==> config.mk <==
export PLATFORM = sky130hd
export DESIGN_NAME = data_mem_ctrl
export DESIGN_NICKNAME = d
export VERILOG_FILES = /design/src/rtl/data_mem_ctrl_pkg.sv /design/src/rtl/data_mem_ctrl_align.sv /design/src/rtl/data_mem_ctrl.sv
export SDC_FILE = /design/constraint.sdc
export NUM_CORES = 1
export LEC_CHECK = 0
export BUFFER_PORTS_ARGS = -buffer_cell sky130_fd_sc_hd__buf_2
export CORE_UTILIZATION = 51
export DETAILED_ROUTE_END_ITERATION = 7
export HOLD_SLACK_MARGIN = 0.1
export PLACE_DENSITY = 0.94
export REMOVE_ABC_BUFFERS = 1
export SETUP_SLACK_MARGIN = 0.15
export SLEW_MARGIN = 40
export SYNTH_ARGS = -nofsm -noshare
export SYNTH_HDL_FRONTEND = slang
export SYNTH_SLANG_ARGS = --single-unit
export TNS_END_PERCENT = 1
==> constraint.sdc <==
create_clock -name clk -period 3.3 [get_ports clk]
set_clock_uncertainty 0.05 [all_clocks]
set_input_delay 0.66 -clock clk [delete_from_list [all_inputs] [get_ports clk]]
set_output_delay 0.66 -clock clk [all_outputs]
set_load 0.005 [all_outputs]
==> src/rtl/data_mem_ctrl_pkg.sv <==
// rtl/data_mem_ctrl_pkg.sv - funct3 size codes, FSM state codes and access legality check
package data_mem_ctrl_pkg;

  localparam logic [2:0] SZ_B  = 3'b000;
  localparam logic [2:0] SZ_H  = 3'b001;
  localparam logic [2:0] SZ_W  = 3'b010;
  localparam logic [2:0] SZ_BU = 3'b100;
  localparam logic [2:0] SZ_HU = 3'b101;

  localparam logic [2:0] ST_IDLE  = 3'd0;
  localparam logic [2:0] ST_WRITE = 3'd1;
  localparam logic [2:0] ST_READ  = 3'd2;
  localparam logic [2:0] ST_MERGE = 3'd3;
  localparam logic [2:0] ST_LDONE = 3'd4;
  localparam logic [2:0] ST_RESP  = 3'd5;

  // Size/alignment legality only; the address-window check needs ADDR_W and lives in the top.
  function automatic logic size_align_err(input logic we, input logic [2:0] size,
                                          input logic [1:0] lo);
    logic err;
    case (size)
      SZ_B:    err = 1'b0;
      SZ_H:    err = lo[0];
      SZ_W:    err = (lo != 2'b00);
      SZ_BU:   err = we;
      SZ_HU:   err = we | lo[0];
      default: err = 1'b1;
    endcase
    return err;
  endfunction

endpackage

==> src/rtl/data_mem_ctrl_align.sv <==
// rtl/data_mem_ctrl_align.sv - load lane extract/extend and store lane merge
module data_mem_ctrl_align
  import data_mem_ctrl_pkg::*;
(
  input  logic [2:0]  size,
  input  logic [1:0]  addr_lo,
  input  logic [31:0] word,
  input  logic [31:0] wdata,
  output logic [31:0] load_data,
  output logic [31:0] merged
);

  logic [7:0]  byte_sel;
  logic [15:0] half_sel;

  always_comb begin
    case (addr_lo)
      2'd0:    byte_sel = word[7:0];
      2'd1:    byte_sel = word[15:8];
      2'd2:    byte_sel = word[23:16];
      default: byte_sel = word[31:24];
    endcase
    half_sel = addr_lo[1] ? word[31:16] : word[15:0];

    load_data = '0;
    case (size)
      SZ_B:    load_data = {{24{byte_sel[7]}}, byte_sel};
      SZ_BU:   load_data = {24'h0, byte_sel};
      SZ_H:    load_data = {{16{half_sel[15]}}, half_sel};
      SZ_HU:   load_data = {16'h0, half_sel};
      SZ_W:    load_data = word;
      default: load_data = '0;
    endcase

    // Only the addressed lane(s) take store data; the rest keep the word just read.
    merged = word;
    case (size)
      SZ_B: begin
        case (addr_lo)
          2'd0:    merged[7:0]   = wdata[7:0];
          2'd1:    merged[15:8]  = wdata[7:0];
          2'd2:    merged[23:16] = wdata[7:0];
          default: merged[31:24] = wdata[7:0];
        endcase
      end
      SZ_H: begin
        if (addr_lo[1]) merged[31:16] = wdata[15:0];
        else            merged[15:0]  = wdata[15:0];
      end
      default: merged = wdata;
    endcase
  end

endmodule

==> src/rtl/data_mem_ctrl.sv <==
// rtl/data_mem_ctrl.sv - RV32I data-memory controller over a single-port word RAM
module data_mem_ctrl
  import data_mem_ctrl_pkg::*;
#(
  parameter int          ADDR_W    = 9,
  parameter logic [31:0] BASE_ADDR = 32'h0000_0000
) (
  input  logic              clk,
  input  logic              rst,
  input  logic              req_valid,
  output logic              req_ready,
  input  logic              req_we,
  input  logic [2:0]        req_size,
  input  logic [31:0]       req_addr,
  input  logic [31:0]       req_wdata,
  output logic              rsp_valid,
  output logic [31:0]       rsp_rdata,
  output logic              rsp_err,
  output logic [ADDR_W-1:0] ram_addr,
  output logic [31:0]       ram_din,
  output logic              ram_we,
  input  logic [31:0]       ram_dout
);

  logic [2:0]        state_q, state_d;
  logic              we_q;
  logic [2:0]        size_q;
  logic [ADDR_W+1:0] addr_q;
  logic [31:0]       wdata_q;
  logic              err_q;

  logic              accept;
  logic              req_err;
  logic [31:0]       load_data;
  logic [31:0]       merged;

  assign accept  = req_valid && (state_q == ST_IDLE);
  assign req_err = size_align_err(req_we, req_size, req_addr[1:0]) ||
                   (req_addr[31:ADDR_W+2] != BASE_ADDR[31:ADDR_W+2]);

  always_comb begin
    state_d = state_q;
    case (state_q)
      ST_IDLE: begin
        if (accept) begin
          if (req_err)                         state_d = ST_RESP;
          else if (req_we && req_size == SZ_W) state_d = ST_WRITE;
          else                                 state_d = ST_READ;
        end
      end
      ST_WRITE: state_d = ST_RESP;
      ST_READ:  state_d = we_q ? ST_MERGE : ST_LDONE;
      ST_MERGE: state_d = ST_RESP;
      ST_LDONE: state_d = ST_IDLE;
      ST_RESP:  state_d = ST_IDLE;
      default:  state_d = ST_IDLE;
    endcase
  end

  always_ff @(posedge clk or posedge rst) begin
    if (rst) begin
      state_q <= ST_IDLE;
      we_q    <= 1'b0;
      size_q  <= SZ_B;
      addr_q  <= '0;
      wdata_q <= '0;
      err_q   <= 1'b0;
    end else begin
      state_q <= state_d;
      if (accept) begin
        we_q    <= req_we;
        size_q  <= req_size;
        addr_q  <= req_addr[ADDR_W+1:0];
        wdata_q <= req_wdata;
        err_q   <= req_err;
      end
    end
  end

  data_mem_ctrl_align u_align (
    .size      (size_q),
    .addr_lo   (addr_q[1:0]),
    .word      (ram_dout),
    .wdata     (wdata_q),
    .load_data (load_data),
    .merged    (merged)
  );

  // RAM and response outputs are pure state decodes, so an async reset drops ram_we at once.
  assign req_ready = (state_q == ST_IDLE);
  assign rsp_valid = (state_q == ST_LDONE) || (state_q == ST_RESP);
  assign rsp_err   = (state_q == ST_RESP) && err_q;
  assign rsp_rdata = (state_q == ST_LDONE) ? load_data : '0;
  assign ram_addr  = addr_q[ADDR_W+1:2];
  assign ram_we    = (state_q == ST_WRITE) || (state_q == ST_MERGE);
  assign ram_din   = (state_q == ST_WRITE) ? wdata_q :
                     (state_q == ST_MERGE) ? merged  : '0;

endmodule
==> flow_summary_export.csv, run 1 <==
group,metric,value,unit
status,outcome,"completed",
cells_and_area,final_cell_count_no_fill,657,
routing,detailroute.via_count,3984,
synthesis,synthFlopType,"sky130_fd_sc_hd__dfrtp_1",
clock_network,clk_path_buf_depth,2,
synthesis,synth_mux_area_share,22.3,%
setup_path,cpLargestDelayFamily,"simple AND/OR/NAND/NOR gates",
clock_network,clk_root_buffer_cell,"sky130_fd_sc_hd__clkbuf_8",
timing,fin_setup_tns,0,ns
clock_network,htree_num_levels,2,
setup_path,sequence_of_cells_on_the_critical_path,"buf_4 > mux2i_1 > or4_1 > a21oi_1 > buf_2",
routing,drt_pass1_iterations,6,
die,fp-row-count,30,
die,ios,180,
clock_network,cts_tree,"built",
clock_network,worst_setup_hold_path_clk_slew,0.10,ns
cells_and_area,n_fill_cell,565,
die,dieHeight,86.9,um
synthesis,synth_top_family_by_area,"multiplexers",
clock_network,clock-sinks,51,
die,coreArea,0.00687,mm^2
timing,grt_setup_unrepaired,"yes",
synthesis,post_synth_fa_ha_maj_area_fraction,0,%
synthesis,synth_cell_type_count,43,
global_route,globalRouteTotalUtil,32.5,%
synthesis,netlist.top_cell.by_area,"sky130_fd_sc_hd__dfrtp_1",
cells_and_area,num_antenna_cells,0,
synthesis,synth-seq-cells,51,
routing,drt_first_iter_violations,318,
placement,detailed_place_hpwl,8.84,mm
setup_path,critical_path_required,2.59,ns
synthesis,postSynth.asyncResetShare,100,%
routing,count_of_antenna_violating_nets_left_after_detailed_routing,0,
cells_and_area,multiInputGateArea,0.00217,mm^2
synthesis,ys_warnings,0,
setup_path,setup.worst_path.class,"reg2out",
synthesis,synth_edf_count,0,
clock_network,numCtsBuffers,5,
cells_and_area,layout-drive-gt1-share,47.4,%
synthesis,register_area_share_after_synthesis,34.7,%
global_route,initial_antenna_violation_count,0,
timing,clock.fmax,0.331,GHz
placement,dp_worst_setup_slack,0.525,ns
timing,report.final.slew_viol_count,0,
global_route,first_global_vias,3949,
placement,routabilityCongestion,0.909,
routing,route.detailed.vias_per_inst,6.06,
die,chipWidth,86.9,um
timing,finalCritPeriodShare,91.6,%
setup_path,cp_max_fo,15,
die,initial_utilization,53.6,%
timing,report.final.hold_viol_count,0,
cells_and_area,area_delta_synth_final,29.2,%
clock_network,post_cts_buffers,0,
power,power.density_cell_area,858,mW/mm^2
flow_run,max_cap_violations,0,
setup_path,crit_path_end_kind,"output pin",
synthesis,synthesized_area_fraction_occupied_by_ao_oa_aoi_and_oai_cells,20.6,%
cells_and_area,seqCellArea,0.00128,mm^2
setup_path,cp_arrival,2.31,ns
timing,worst_slew_pin_tran,0.747,ns
routing,detail_route.wirelength,12.1,mm
synthesis,yosys-top-cells-area,"sky130_fd_sc_hd__dfrtp_1 35%, sky130_fd_sc_hd__mux2_2 14%, sky130_fd_sc_hd__a21oi_1 6.7%",
cells_and_area,nets,663,
routing,avgRoutedWirePerCell,18.5,um
placement,place.port_buffers,179,
timing,final-setup-viol-count,0,
timing,slew_headroom,50.0,%
worst_hold_path,hold_path.class,"in2async",
synthesis,post_synth_instance_area,0.00368,mm^2
die,die_area,0.00756,mm^2
global_route,grt_start_max_net_pins,52,
placement,placedCellCount,649,
setup_path,timing.critical_path.slowest_stage_cell,"sky130_fd_sc_hd__or4_1",
synthesis,yosysTopAreaCellShare,34.7,%
setup_path,worstPathBufferInverterCount,2,
clock_network,cts-resized-gates,0,
setup_path,startpoint_type,"flop",
clock_network,insertion_delay,0.31,ns
global_route,grt_remaining_overflow,0,
setup_path,delay_contributed_by_the_slowest_stage_of_the_critical_path,0.65,ns
timing,timing.final.crit_period,3.02,ns
global_route,grt_pass1_wl,18.9,mm
synthesis,postSynthCellCount,399,
timing,final_critical_path_setup_slack,0.277,ns
synthesis,synth_simple_gate_area_share,15.4,%
clock_network,hold_buf_count_cts,0,
power,report.power.total,4.08,mW
cells_and_area,postLayoutCoreUtil,69.2,%
routing,remaining_drc_errors,0,
power,p_leak,2.32,nW
synthesis,synthesis.area_per_instance,9.22,um^2
synthesis,synthXorXnorAreaFrac,0,%
power,worst_ir_drop_vdd,0.466,mV
## synthesized netlist by cell type, drive strengths merged (6+ instances only)
| cell type | number |
|---|---|
| a21oi | 49 |
| nand2 | 37 |
| dfrtp | 51 |
| o21ai | 13 |
| mux4 | 7 |
| mux2i | 13 |
| nor2 | 31 |
| inv | 12 |
| a22oi | 8 |
| mux2 | 47 |
| clkbuf | 15 |
| a222oi | 7 |
| nor2b | 19 |
| nor4 | 6 |
| a221oi | 9 |
| o221ai | 8 |
| a22o | 8 |
| nor3 | 12 |
| buf | 25 |
## power breakdown
part	leakage (nW)	switching, mW	internal, mW
registers	0.596	0.315	0.931
logic	1.66	1.24	1.13
clock network	0.0587	0.231	0.230
## layout make-up
class / count / share of cell area [%]
inverters: 12 / 1.00
repair buffers: 194 / 21.5
multi-input cells: 296 / 45.7
clock buffers: 5 / 1.45
flip-flops and latches: 51 / 26.9
well taps: 96 / 2.53
clock inverters: 3 / 1.00
## worst register-to-register path, delay by kind of cell (launching register included)
family / cells / cell delay (ns)
flops: 1 / 0.47
mux: 1 / 0.41
simple gates: 2 / 0.40
buf+inv: 1 / 0.40
## path summary, 6_finish.rpt
check / startpoint / to / slack, ns / depth (start not counted)
max in group asynchronous: rst / addr_q[1]$_DFFE_PP0P_ / 2.36 / 2
min in group clk: addr_q[4]$_DFFE_PP0P_ / addr_q[4]$_DFFE_PP0P_ / 0.46 / 1
setup / recovery: addr_q[0]$_DFFE_PP0P_ / rsp_rdata[12] / 0.28 / 5
hold / removal: rst / addr_q[4]$_DFFE_PP0P_ / 0.38 / 2
setup reg to reg: state_q[1]$_DFFE_PP0P_ / wdata_q[29]$_DFFE_PP0P_ / 1.47 / 4
hold reg to reg: addr_q[4]$_DFFE_PP0P_ / addr_q[4]$_DFFE_PP0P_ / 0.46 / 1
## cells by family (layout without fill, tap and decap cells)
family | Yosys count | in the layout
flops | 51 | 51
mux | 67 | 67
simple gates | 116 | 116
buf+inv | 52 | 214
compound gates | 113 | 113
## layout by cell type, fill, tap and decap left out, types with 12 or more instances in the layout
master                    count
sky130_fd_sc_hd__nor2_1      31
sky130_fd_sc_hd__buf_4       14
sky130_fd_sc_hd__mux2i_1     13
sky130_fd_sc_hd__nor2b_1     17
sky130_fd_sc_hd__o21ai_0     12
sky130_fd_sc_hd__mux2_2      45
sky130_fd_sc_hd__a21oi_1     49
sky130_fd_sc_hd__nand2_1     37
sky130_fd_sc_hd__dfrtp_1     50
sky130_fd_sc_hd__buf_2      179
## stage by stage
step	hold WS (ns)	cell area, um^2
floorplan	0.431	3470
global placement	0.435	4620
finish	0.380	4750
detailed placement	0.442	4620
CTS	0.409	4740
global route	0.440	4750
## routing by layer
metal / routed length, um / track usage, %
met1: 4720 / 41.3
met2: 6010 / 53.6
met3: 1090 / 7.11
met4: 322 / 13.3
met5: 0 / 0
## state kept, by name (all words and copies together) (netlist names)
signal   count
state_q      3
wdata_q     32
we_q         1
size_q       3
addr_q      11
err_q        1
Note: power is estimated with default switching activity, not from simulation.
==> run 2: changes to the inputs <==
- CELL_PAD_IN_SITES_DETAIL_PLACEMENT: not set -> 1
- CELL_PAD_IN_SITES_GLOBAL_PLACEMENT: not set -> 1
- CORE_UTILIZATION: 51 -> 40
- CTS_CLUSTER_SIZE: not set -> 20
- SYNTH_HIERARCHICAL: not set -> 1
==> run 2 against run 1 <==
Via count rose by 22%. Sequential power grew 14%. Register-to-register slack worse by 0.43 ns. Synthesized area up 28%. Global-route usage fell by 4.9 points. Utilization fell by 19 points. Routed wire length rose by 44%. Worst setup slack lost 0.16 ns. Fmax is 5.0% lower. Worst hold slack better by 0.054 ns. Clock power rose by 47%. Highest routed layer unchanged.
==> flow_summary_export.csv, run 2 <==
group,metric,value,unit
placement,dp_worst_setup_slack,0.384,ns
synthesis,netlist.top_cell.by_area,"sky130_fd_sc_hd__dfrtp_1",
clock_network,cts_tree,"built",
cells_and_area,area_delta_synth_final,23.2,%
cells_and_area,layout.cell_area.non_filler,0.00580,mm^2
timing,report.final.slew_viol_count,0,
routing,remaining_drc_errors,0,
clock_network,clk_root_buffer_cell,"sky130_fd_sc_hd__clkbuf_16",
clock_network,post_cts_buffers,0,
cells_and_area,registers.top_by_ff_count,"wdata_q",
placement,place.port_buffers,179,
setup_path,critical_path_required,2.59,ns
setup_path,worst_r2r_path_depth,4,
power,clock_power_share,12.2,%
die,die_area,0.0122,mm^2
power,p_leak,2.78,nW
clock_network,cts-resized-gates,2,
power,p_int,3.06,mW
worst_hold_path,holdCritStartpoint,"addr_q[5]$_DFFE_PP0P_",
cells_and_area,reg.largest.list,"wdata_q x32, addr_q x11",
placement,placed_cell_area,0.00559,mm^2
power,worst_ir_drop_vdd,0.331,mV
routing,avgRoutedWirePerCell,22.2,um
synthesis,netlist_top_cells_count,"55 x sky130_fd_sc_hd__nor2_1, 51 x sky130_fd_sc_hd__dfrtp_1, 46 x sky130_fd_sc_hd__mux2i_1",
die,coreArea,0.0115,mm^2
setup_path,reg2reg_from,"state_q[1]$_DFFE_PP0P_",
setup_path,cp_arrival,2.47,ns
timing,grt_setup_unrepaired,"yes",
synthesis,synth_edf_count,0,
routing,drt_first_iter_violations,410,
cells_and_area,mostFrequentLayoutCell,"sky130_fd_sc_hd__buf_2",
synthesis,synthMostInstantiatedCell,"sky130_fd_sc_hd__nor2_1",
cells_and_area,final_cell_count_no_fill,787,
power,p_seq_share,25.8,%
worst_hold_path,worst_hold_path.num_cells,1,
routing,route.detailed.vias_per_inst,6.17,
timing,hold-worst-slack,0.434,ns
clock_network,htree_num_levels,2,
clock_network,clk_path_buf_depth,2,
setup_path,reg2reg_slack,1.04,ns
power,share_comb_of_total_power,62.0,%
worst_hold_path,hold_path.class,"reg2reg",
cells_and_area,final_cell_mix,"179 x sky130_fd_sc_hd__buf_2, 53 x sky130_fd_sc_hd__nor2_1, 48 x sky130_fd_sc_hd__dfrtp_1",
clock_network,clock-sinks,51,
setup_path,startpoint,"size_q[0]$_DFFE_PP0P_",
die,chipWidth,111,um
cells_and_area,layout-drive-gt1-share,43.3,%
setup_path,cp_max_fo,19,
cells_and_area,postLayoutCoreUtil,50.6,%
clock_network,insertion_delay,0.30,ns
synthesis,synthFlopType,"sky130_fd_sc_hd__dfrtp_1",
synthesis,postSynthCellCount,497,
timing,timing.final.crit_period,3.18,ns
clock_network,numCtsBuffers,5,
routing,detailroute.via_count,4854,
placement,detailed_place_hpwl,13.0,mm
cells_and_area,nets,744,
routing,count_of_antenna_violating_nets_left_after_detailed_routing,0,
global_route,first_global_vias,4873,
power,p_sw_share,45.0,%
clock_network,hold_buf_count_cts,0,
clock_network,worst_setup_hold_path_clk_slew,0.07,ns
die,dieHeight,111,um
synthesis,register_area_share_after_synthesis,27.1,%
timing,finalCritPeriodShare,96.5,%
timing,slew_headroom,51.4,%
die,fp-row-count,39,
setup_path,startpoint_type,"flop",
global_route,grt_pass1_wl,27.1,mm
power,report.power.total,5.57,mW
timing,final_critical_path_setup_slack,0.116,ns
synthesis,synthesis.area_per_instance,9.48,um^2
power,power.density_cell_area,959,mW/mm^2
global_route,globalRouteTotalUtil,27.6,%
global_route,grt_remaining_overflow,0,
timing,clock.fmax,0.314,GHz
synthesis,yosysTopAreaCellShare,27.1,%
routing,drt_pass1_iterations,5,
timing,report.final.hold_viol_count,0,
placement,placedCellCount,777,
setup_path,crit_path_end_kind,"output pin",
global_route,initial_antenna_violation_count,2,
timing,final-setup-viol-count,0,
flow_run,max_cap_violations,0,
power,total_switching_power,2.50,mW
synthesis,post_synth_instance_area,0.00471,mm^2
die,initial_utilization,41.1,%
synthesis,ys_warnings,6,
routing,detail_route.wirelength,17.5,mm
global_route,grt_start_max_net_pins,52,
timing,fin_setup_tns,0,ns
timing,worst_slew_pin_tran,0.728,ns
placement,routabilityCongestion,0.885,
die,ios,180,
synthesis,postSynth.asyncResetShare,100,%
synthesis,synth-seq-cells,51,
status,outcome,"completed",
synthesis,synth_cell_type_count,52,
synthesis,yosys-top-cells-area,"sky130_fd_sc_hd__dfrtp_1 27%, sky130_fd_sc_hd__mux2_4 13%, sky130_fd_sc_hd__mux2i_1 9.8%",
cells_and_area,flip_flop_count_of_the_largest_register_after_layout,32,
setup_path,setup.worst_path.class,"reg2out",
run 2: cell types whose count changed in the layout (fill, tap and decap cells not counted), sizes merged, moves of 22 or more:
cell / delta
nand2: -22
nor2: +25
nand3: +24
and3: +32
mux2i: +33
a21oi: -39
run 2: layout make-up:
type                       instances  area [um^2]
antenna                            2         5.00
clock buffer                       6          129
clock inverter                     2         60.1
fill                            1366         5670
inverter                           6         22.5
multi-input combinational        381         3090
sequential                        51         1280
tap                              143          179
timing repair buffer             196         1040
run 2: path summary, 6_finish.rpt:
kind	end
min reg2reg	addr_q[5]$_DFFE_PP0P_
max in group asynchronous	addr_q[1]$_DFFE_PP0P_
min in group asynchronous	addr_q[10]$_DFFE_PP0P_
min	addr_q[5]$_DFFE_PP0P_
max reg2reg	addr_q[7]$_DFFE_PP0P_
max	ram_din[15]
run 2: power by group through the flow:
stage	registers, mW	logic (mW)	clock network (mW)
final	1.43	3.45	0.679
after global routing	1.47	3.70	0.712
after CTS	1.40	3.41	0.693
after detailed placement	1.41	3.36	0
after global placement	1.36	3.18	0
after floorplan	1.35	2.16	0
run 2: layer usage:
metal / vias up / track usage [%] / routed length (um)
li1: 2147 / - / -
met1: 2400 / 36.0 / 7070
met2: 254 / 45.5 / 8560
met3: 53 / 3.79 / 1320
met4: 0 / 11.6 / 534
met5: - / 0 / 0
run 2: cell families after synthesis:
kind of cell	share of synthesized area (%)
compound gates	17.0
buf+inv	7.76
flops	27.1
mux	30.5
simple gates	17.6
run 2: critical path, stage by stage, from the launching register on:
cell	delay, ns
sky130_fd_sc_hd__dfrtp_2	0.56
sky130_fd_sc_hd__nor3_1	0.54
sky130_fd_sc_hd__and3_1	0.48
sky130_fd_sc_hd__a221o_1	0.22
sky130_fd_sc_hd__mux2i_1	0.08
sky130_fd_sc_hd__nor2_1	0.15
sky130_fd_sc_hd__buf_2	0.14
==> run 3: changes to the inputs <==
- GPL_TIMING_DRIVEN: not set -> 0
==> run 3 against run 2 <==
Via count grew 0.33%. Die area is the same. Final area grew 1.7%. Final cell count shrank 1.0%. Highest routed layer unchanged. Fmax grew 0.34%. Total power grew 2.0%. Non-clock buffer count shrank 6. Utilization grew 0.85 points. Worst hold slack lost 0.22 ns. Register-to-register slack gained 0.06 ns. First-iteration DRC count grew 10%.
==> flow_summary_export.csv, run 3 (synthesis gave the netlist of run 2 again) <==
group,metric,value,unit
routing,count_of_antenna_violating_nets_left_after_detailed_routing,0,
clock_network,cts_tree,"built",
cells_and_area,num_antenna_cells,0,
global_route,grt_remaining_overflow,0,
timing,final-setup-viol-count,0,
power,p_int,3.11,mW
cells_and_area,n_fill_cell,1352,
routing,detailroute.via_count,4870,
cells_and_area,area_delta_synth_final,25.3,%
clock_network,clk_root_buffer_cell,"sky130_fd_sc_hd__clkbuf_16",
setup_path,setup.worst_path.class,"reg2out",
setup_path,reg2reg_from,"state_q[1]$_DFFE_PP0P_",
global_route,initial_antenna_violation_count,0,
clock_network,clk_path_buf_depth,2,
routing,remaining_drc_errors,0,
status,outcome,"completed",
timing,worst_slew_pin_tran,0.724,ns
power,total_switching_power,2.56,mW
timing,grt_setup_unrepaired,"yes",
setup_path,critical_path_required,2.59,ns
die,coreArea,0.0115,mm^2
global_route,globalRouteTotalUtil,28.6,%
worst_hold_path,hold_path.class,"in2async",
placement,place.port_buffers,179,
die,chipWidth,111,um
cells_and_area,final_cell_mix,"179 x sky130_fd_sc_hd__buf_2, 52 x sky130_fd_sc_hd__nor2_1, 46 x sky130_fd_sc_hd__mux2i_1",
routing,avgRoutedWirePerCell,22.9,um
setup_path,cp_max_fo,24,
clock_network,worst_setup_hold_path_clk_slew,0.07,ns
setup_path,startpoint,"addr_q[1]$_DFFE_PP0P_",
power,power.density_cell_area,962,mW/mm^2
routing,detail_route.wirelength,17.9,mm
timing,finalCritPeriodShare,96.2,%
placement,routabilityCongestion,0.829,
power,p_seq_share,28.3,%
flow_run,max_cap_violations,0,
clock_network,hold_buf_count_cts,0,
global_route,grt_use_met1,36.6,%
power,p_sw_share,45.2,%
global_route,busiest_layer,"met2",
cells_and_area,reg.largest.list,"wdata_q x32, addr_q x11",
global_route,grt_pass1_wl,27.9,mm
setup_path,cp_arrival,2.46,ns
timing,slew_headroom,51.8,%
timing,final_critical_path_setup_slack,0.127,ns
setup_path,worst_r2r_path_depth,5,
global_route,grt_start_max_net_pins,42,
setup_path,startpoint_type,"flop",
global_route,first_global_vias,5030,
placement,dp_worst_setup_slack,-0.0194,ns
die,die_area,0.0122,mm^2
power,worst_ir_drop_vdd,0.386,mV
cells_and_area,layout-drive-gt1-share,44.0,%
die,dieHeight,111,um
die,fp-row-count,39,
placement,detailed_place_hpwl,12.8,mm
routing,drt_pass1_iterations,6,
die,initial_utilization,41.1,%
global_route,grt_use_met3,3.90,%
timing,report.final.slew_viol_count,0,
timing,hold-worst-slack,0.217,ns
clock_network,htree_num_levels,2,
die,ios,180,
timing,report.final.hold_viol_count,0,
timing,clock.fmax,0.315,GHz
cells_and_area,registers.top_by_ff_count,"wdata_q",
cells_and_area,flip_flop_count_of_the_largest_register_after_layout,32,
clock_network,clock-sinks,51,
clock_network,insertion_delay,0.30,ns
power,clock_power_share,12.2,%
cells_and_area,mostFrequentLayoutCell,"sky130_fd_sc_hd__buf_2",
routing,route.detailed.vias_per_inst,6.25,
timing,timing.final.crit_period,3.17,ns
power,p_leak,2.79,nW
power,share_comb_of_total_power,59.5,%
clock_network,numCtsBuffers,5,
cells_and_area,nets,738,
setup_path,crit_path_end_kind,"output pin",
global_route,grtUsageMet2,46.9,%
routing,drt_first_iter_violations,453,
run 3: stage by stage:
step | area (um^2) | TNS, ns | util [%] | power [mW] | std cells
after floorplan | 4370 | 0 | - | 3.51 | 438
after global placement | 5440 | -46.31 | 47.5 | 4.41 | 760
after detailed placement | 5600 | -0.0383 | 48.9 | 4.74 | 766
after CTS | 5840 | 0 | 51.0 | 5.53 | 776
after global routing | 5900 | 0 | 51.4 | 6.01 | 779
final | 5900 | 0 | 51.4 | 5.68 | 779
run 3: critical path, cell delays in order, from the launching register on:
cell and delay, ns:
sky130_fd_sc_hd__dfrtp_4 0.72, sky130_fd_sc_hd__clkinvlp_4 0.32, sky130_fd_sc_hd__buf_4 0.21, sky130_fd_sc_hd__mux4_2 0.41, sky130_fd_sc_hd__a22o_1 0.19, sky130_fd_sc_hd__and3_1 0.17, sky130_fd_sc_hd__buf_2 0.12
run 3: power by group through the flow:
| stage | Sequential [mW] | Combinational (mW) | Clock (mW) |
|---|---|---|---|
| final | 1.60 | 3.38 | 0.694 |
| after global routing | 1.66 | 3.63 | 0.716 |
| after CTS | 1.56 | 3.28 | 0.695 |
| after detailed placement | 1.59 | 3.15 | 0 |
| after global placement | 1.52 | 2.88 | 0 |
| after floorplan | 1.35 | 2.16 | 0 |
run 3: path summary, 6_finish.rpt:
path                                      endpoint  slack [ns]
max                                   rsp_rdata[7]        0.13
min in group clk             addr_q[3]$_DFFE_PP0P_        0.44
min reg2reg                  addr_q[3]$_DFFE_PP0P_        0.44
max reg2reg                  addr_q[5]$_DFFE_PP0P_        1.10
max in group asynchronous    addr_q[0]$_DFFE_PP0P_        2.48
min                        wdata_q[12]$_DFFE_PP0P_        0.22
run 3: repair_timing:
item | in CTS | in global routing
pin swaps | 1 | 0
resized for setup | 7 | 5
buffers inserted | 2 | 3
endpoints found under the setup margin | 57 | 28
endpoints found under the hold margin | 0 | 0
run 3: layout make-up:
class                      instances  area (um^2)  share of cell area, %
clock inverter                     2         60.1                   1.02
multi-input combinational        381         3130                   53.1
timing repair buffer             190         1080                   18.3
inverter                           6         28.8                  0.488
tap                              143          179                   3.03
sequential                        51         1290                   21.9
clock buffer                       6          129                   2.18
run 3: routing by layer:
metal	wire length [um]	share of wire (%)
met3	1120	6.2
met2	8580	48
met4	885	5.0
met5	0	0
met1	7290	41
